File: src/rtl/huffman_seq_ctrl.sv
// huffman_seq_ctrl
// Runs one message through the huffman encode/decode core. It buffers the
// upstream symbols while streaming them to the core, waits for the encoder,
// then checks the decoded symbols against the buffer. Each message ends with
// one pass/fail report.
//
// Message flow:
//   IDLE   -> wait for start_i; reject illegal lengths without leaving IDLE
//   LOAD   -> accept len symbols; each accepted symbol is passed to the core
//             in the same cycle
//   ENCODE -> wait for hf_done_en_i; capture the encoded bit count
//   DECODE -> compare each decoded symbol against the buffer
//   REPORT -> pulse done_o for one cycle with the final verdict
//
// ENCODE and DECODE each have a watchdog. It aborts to REPORT once TIMEOUT
// idle cycles have elapsed with no progress.

module huffman_seq_ctrl #(
    parameter int BIT_WIDTH = 8,
    parameter int MAX_LEN   = 255,
    parameter int TIMEOUT   = 4095
) (
    input  logic                 clk_i,
    input  logic                 rst_ni,

    // message control
    input  logic                 start_i,
    input  logic [7:0]           len_i,

    // upstream symbol stream
    input  logic                 sym_valid_i,
    input  logic [BIT_WIDTH-1:0] sym_i,
    output logic                 sym_ready_o,

    // huffman core interface
    output logic                 hf_data_en_o,
    output logic [BIT_WIDTH-1:0] hf_text_o,
    input  logic                 hf_done_en_i,
    input  logic                 hf_done_de_i,
    input  logic [7:0]           hf_char_i,
    input  logic [10:0]          hf_total_bit_i,

    // status and result
    output logic                 busy_o,
    output logic                 done_o,
    output logic                 pass_o,
    output logic                 err_len_o,
    output logic                 err_timeout_o,
    output logic [10:0]          total_bit_o,
    output logic [7:0]           mismatch_cnt_o
);

    // ------------------------------------------------------------------
    // Local sizing
    // ------------------------------------------------------------------
    // idx and len_q must be able to hold values up to MAX_LEN.
    localparam int IDX_W = $clog2(MAX_LEN + 1);
    // The watchdog must be able to reach TIMEOUT itself.
    localparam int TMR_W = $clog2(TIMEOUT + 1);

    typedef enum logic [2:0] {
        ST_IDLE,
        ST_LOAD,
        ST_ENCODE,
        ST_DECODE,
        ST_REPORT
    } state_e;

    // ------------------------------------------------------------------
    // State
    // ------------------------------------------------------------------
    state_e               state;
    logic [IDX_W-1:0]     len_q;      // latched message length
    logic [IDX_W-1:0]     idx;        // buffer position for load and compare
    logic [TMR_W-1:0]     timer;      // watchdog for ENCODE and DECODE

    // Message buffer, written during LOAD and read during DECODE.
    logic [BIT_WIDTH-1:0] sym_buf [MAX_LEN];

    // ------------------------------------------------------------------
    // Derived combinational terms
    // ------------------------------------------------------------------
    logic                 accept;     // upstream handshake completes this cycle
    logic                 len_ok;     // len_i is inside 1..MAX_LEN
    logic                 last_idx;   // idx points at the final symbol
    logic                 timer_exp;  // watchdog has reached its limit
    logic [BIT_WIDTH-1:0] buf_rd;     // buffered symbol at idx
    logic [BIT_WIDTH-1:0] dec_sym;    // decoded symbol, resized to BIT_WIDTH
    logic                 sym_match;  // decoded symbol equals buffered symbol
    logic [7:0]           mm_next;    // mismatch count including this symbol

    // sym_ready_o and the core's data_en follow the state and the upstream
    // valid directly. The core therefore sees each symbol in the same cycle
    // it is accepted.
    assign sym_ready_o  = (state == ST_LOAD);
    assign accept       = sym_ready_o && sym_valid_i;
    assign hf_data_en_o = accept;
    assign hf_text_o    = accept ? sym_i : '0;
    assign busy_o       = (state != ST_IDLE);

    assign len_ok    = (len_i != 8'd0) && (int'(len_i) <= MAX_LEN);
    assign last_idx  = (idx == len_q - IDX_W'(1));
    assign timer_exp = (timer == TMR_W'(TIMEOUT));

    // The buffer read is a plain mux on idx. The decoded symbol is compared
    // in the same cycle it arrives.
    assign buf_rd    = sym_buf[idx];
    assign dec_sym   = BIT_WIDTH'(hf_char_i);
    assign sym_match = (buf_rd == dec_sym);

    // The count saturates so a long, badly corrupted message cannot wrap
    // back to zero and report a pass.
    assign mm_next = (!sym_match && (mismatch_cnt_o != 8'hFF))
                     ? mismatch_cnt_o + 8'd1
                     : mismatch_cnt_o;

    // Buffer write port: store each accepted upstream symbol at idx.
    // NOTE: storage arrays get no reset. Contents are don't-care until
    // written, and a reset term here would block RAM inference.
    always_ff @(posedge clk_i) begin
        if (accept) begin
            sym_buf[idx] <= sym_i;
        end
    end

    // Sequencer FSM. It owns the counters and all registered result outputs.
    always_ff @(posedge clk_i or negedge rst_ni) begin
        if (!rst_ni) begin
            state          <= ST_IDLE;
            len_q          <= '0;
            idx            <= '0;
            timer          <= '0;
            done_o         <= 1'b0;
            pass_o         <= 1'b0;
            err_len_o      <= 1'b0;
            err_timeout_o  <= 1'b0;
            total_bit_o    <= '0;
            mismatch_cnt_o <= '0;
        end else begin
            // NOTE: done_o gets a default low at the top of the clocked
            // branch, so it is a one-cycle pulse. Only the transitions that
            // report a result raise it.
            done_o <= 1'b0;

            case (state)
                ST_IDLE: begin
                    if (start_i) begin
                        // A new start clears the previous message's results,
                        // whether or not its length is legal.
                        pass_o         <= 1'b0;
                        err_timeout_o  <= 1'b0;
                        total_bit_o    <= '0;
                        mismatch_cnt_o <= '0;
                        if (len_ok) begin
                            len_q     <= IDX_W'(len_i);
                            idx       <= '0;
                            timer     <= '0;
                            err_len_o <= 1'b0;
                            state     <= ST_LOAD;
                        end else begin
                            // Illegal length: report at once and stay idle.
                            err_len_o <= 1'b1;
                            done_o    <= 1'b1;
                        end
                    end
                end

                ST_LOAD: begin
                    if (accept) begin
                        if (last_idx) begin
                            idx   <= '0;
                            timer <= '0;
                            state <= ST_ENCODE;
                        end else begin
                            idx <= idx + IDX_W'(1);
                        end
                    end
                end

                ST_ENCODE: begin
                    // A done_de in the same cycle as done_en is dropped.
                    // Collection starts in DECODE.
                    if (hf_done_en_i) begin
                        total_bit_o <= hf_total_bit_i;
                        timer       <= '0;
                        state       <= ST_DECODE;
                    end else if (timer_exp) begin
                        err_timeout_o <= 1'b1;
                        pass_o        <= 1'b0;
                        done_o        <= 1'b1;
                        state         <= ST_REPORT;
                    end else begin
                        timer <= timer + TMR_W'(1);
                    end
                end

                ST_DECODE: begin
                    if (hf_done_de_i) begin
                        // Each decoded symbol restarts the watchdog.
                        mismatch_cnt_o <= mm_next;
                        timer          <= '0;
                        if (last_idx) begin
                            idx    <= '0;
                            pass_o <= (mm_next == 8'd0);
                            done_o <= 1'b1;
                            state  <= ST_REPORT;
                        end else begin
                            idx <= idx + IDX_W'(1);
                        end
                    end else if (timer_exp) begin
                        err_timeout_o <= 1'b1;
                        pass_o        <= 1'b0;
                        done_o        <= 1'b1;
                        state         <= ST_REPORT;
                    end else begin
                        timer <= timer + TMR_W'(1);
                    end
                end

                ST_REPORT: begin
                    // done_o is high for this one cycle. Any surplus decoded
                    // symbols arriving now are ignored.
                    state <= ST_IDLE;
                end

                default: begin
                    state <= ST_IDLE;
                end
            endcase
        end
    end

endmodule

File: config.mk
export PLATFORM = sky130hd
export DESIGN_NAME = huffman_seq_ctrl
export DESIGN_NICKNAME = d
export VERILOG_FILES = /design/src/rtl/huffman_seq_ctrl.sv
export SDC_FILE = /design/constraint.sdc
export NUM_CORES = 2
export LEC_CHECK = 0
export ABC_CLOCK_PERIOD_IN_PS = 7600
export CORE_AREA = 2 2 375 377
export CTS_BUF_LIST = sky130_fd_sc_hd__clkbuf_4 sky130_fd_sc_hd__clkbuf_8
export CTS_CLUSTER_SIZE = 25
export DETAILED_ROUTE_END_ITERATION = 10
export DIE_AREA = 0 0 377 379
export DONT_BUFFER_PORTS = 1
export PLACE_DENSITY = 0.76
export SLEW_MARGIN = 15
export SYNTH_ARGS = -nofsm -noshare
export SYNTH_HDL_FRONTEND = slang
export SYNTH_SLANG_ARGS = --single-unit
File: constraint.sdc
create_clock -name clk_i -period 7.6 [get_ports clk_i]
set_input_delay 0.76 -clock clk_i [delete_from_list [all_inputs] [get_ports clk_i]]
set_output_delay 0.76 -clock clk_i [all_outputs]
set_load 0.02 [all_outputs]
==> qor.yml <==
synth_edf_count: 2040
clk_pin_slew_ns: 0.06
synth-seq-cells: 2094
layout-drive-gt1-share_pct: 19.5
avgViaCountPerCell: 6.85
power.leakage_nw: 28.1
routabilityCongestion: 0.931
num_rows: 137
wirelength_mm: 218
worstPathRequired_ns: 8.56
synthFlopType: "edfxtp_1"
drtAntennaViolNets: 0
core_um2: 139000
cts_resized: 0
fin_ws_ns: 1.79
start_util_pct: 59.6
cts_setup_buffers: 0
synthesis.nets: 4453
area_delta_synth_final_pct: 10.4
nNetsFinal: 4641
skew_ns: 0.0927
multi_input_area_um2: 18800
grt_usage_pct: 30.5
cts_buffers: 336
worst_pin_slew_ns: 1.43
vias: 45391
wl_per_cell_um: 32.8
hold_class: "primary input to flip-flop"
dr.pass1.iters: 6
antenna_found_initial: 11
synth_top_area_share_pct: 74.0
power_density_nw_per_um2: 307
worstSetupPathType: "flip-flop to flip-flop"
die_w_um: 377
insertion_delay_ns: 1.06
seq_area_frac_synth_pct: 75.7
cp_slowest_cell: "dfrtp_2"
regArea_um2: 62600
grt_pass1_wl_mm: 309
cp_common_cell: "a211oi_1"
ctsLongestPathBuffers: 4
ys_types: 75
most-common-layout-cells: "edfxtp_1 (2040), mux2i_1 (409), clkbuf_8 (345)"
overflow: 0
slew_violations: 0
io_buffers: 0
path_delay_family: "compound AO/OA/AOI/OAI gates"
grt_pass1_vias: 44258
cp_num_buf_inv: 0
grt_max_degree: 256
setup_viol: 0
period_share_pct: 76.4
ys.warnings.count: 0
dp_hpwl_mm: 121
drt-initial-drc-count: 7243
synthArstFlopShare_pct: 2.58
maxSlewHeadroom_pct: 4.48
setup.worst_path.end_class: "flip-flop"
holdBufCountCts: 39
cts_max_level: 5
postSynthCellCount: 4405
io_pins: 75
yosys.area.top_type: "edfxtp_1"
fillers: 8823
worstPathArrival_ns: 6.77
cts-root-buf: "clkbuf_8"
worstPathCellList: "nand2b_1, nor2_1, o211a_1, a31oi_1, o2111ai_1, or4_1, a2111oi_4, nand4_2, a211oi_1, a211oi_1, o31ai_1"
die-area_um2: 143000
worst-path-max-fanout: 36
die_h_um: 379
status: "complete, no violations"
cts_tree: "done"
setup-tns-final_ns: 0
synth.avg_cell_area_um2: 18.8
final_common_cell: "edfxtp_1"
dp_slack_ns: 2.08
netlist_area_um2: 82700
irDropWorstVdd_v: 0.000235
max_stage_delay_ns: 1.07
clock_sinks: 2094
rsz0062_at_grt: "no"
drcViolationCount: 0
fmax_mhz: 172
maxCapViolCount: 0
cp-start-kind: "flip-flop"
fin_crit_ns: 5.81
synthTopCellsByArea: "edfxtp_1 (74%), mux4_2 (8.6%), mux2i_1 (4.9%)"
finalHoldViolCount: 0
per-stage QoR:
stage / cell area (µm²) / cells / total power [mW] / hold WS [ns] / util, %
after detailed placement: 84500 / 6023 / 18.8 / 0.466 / 60.9
after floorplan: 82700 / 4405 / 17.3 / 0.452 / -
after CTS: 91300 / 6622 / 28.0 / 0.00274 / 65.8
after global placement: 84500 / 6023 / 18.7 / 0.466 / 60.8
after global routing: 91300 / 6625 / 28.8 / 0.0766 / 65.8
final: 91300 / 6631 / 28.0 / 0.0805 / 65.8
layout make-up:
cell class              count  share of cell area [%]
flip-flops and latches   2094                    68.6
multi-input cells        2032                    20.6
inverters                  16                  0.0658
well taps                1807                    2.48
clock inverters           120                   0.788
clock buffers             440                    5.98
diodes                      9                  0.0247
repair buffers            113                    1.48
logic make-up after synthesis:
group / Yosys count / share of synthesized area, %
flip-flops: 2094 / 75.7
multiplexers: 743 / 13.8
AND/OR/NAND/NOR: 669 / 3.63
AO/OA/AOI/OAI: 578 / 4.80
buffers and inverters: 279 / 1.63
XOR/XNOR: 35 / 0.371
adder cells (fa/ha/maj): 7 / 0.106
metal layers:
metal	global-route usage, %	vias up	share of wire [%]
met1	42.1	23108	37
li1	-	18306	-
met3	10.4	557	14
met4	13.2	6	4.4
met2	44.8	3414	45
met5	0	-	0.023
registers in the layout, summed over array words and instances (netlist names):
name,flops
sym_buf,2040
len_q,8
state,3
err_len_o,1
pass_o,1
total_bit_o,11
mismatch_cnt_o,8
err_timeout_o,1
timer,12
idx,8
done_o,1
Yosys cell counts (all sizes together) (24+ instances only):
master / instances
buf: 155
edfxtp: 2040
nor2: 317
mux2i: 409
o22ai: 24
a31oi: 24
o21ai: 79
clkbuf: 108
a21oi: 100
xnor2: 27
nand3: 76
dfrtp: 54
mux4: 316
a22oi: 225
nand2: 130
where the power goes:
part           internal, mW  leakage (nW)  total [mW]  switching, mW
Clock                  4.89          3.25        9.17           4.28
Combinational          2.46          5.78        5.90           3.44
Sequential             12.8          19.0        13.0          0.226
worst register-to-register path, delay by kind of cell, from the launching register on:
family / cells / cell delay, ns
AO/OA/AOI/OAI: 7 / 2.34
AND/OR/NAND/NOR: 4 / 2.32
flip-flops: 1 / 1.07
final timing paths:
path | slack, ns | cells after the start | endpoint | from
max | 1.79 | 11 | pass_o | idx[2]
min | 0.08 | 4 | state[1] | hf_done_en_i
max reg2reg | 1.79 | 11 | pass_o | idx[2]
min reg2reg | 0.51 | 1 | timer[4] | timer[4]
max in group asynchronous | 7.06 | 2 | timer[2] | rst_ni
min in group asynchronous | 0.24 | 2 | mismatch_cnt_o[1] | rst_ni
Power figures use the tool's default switching activity.
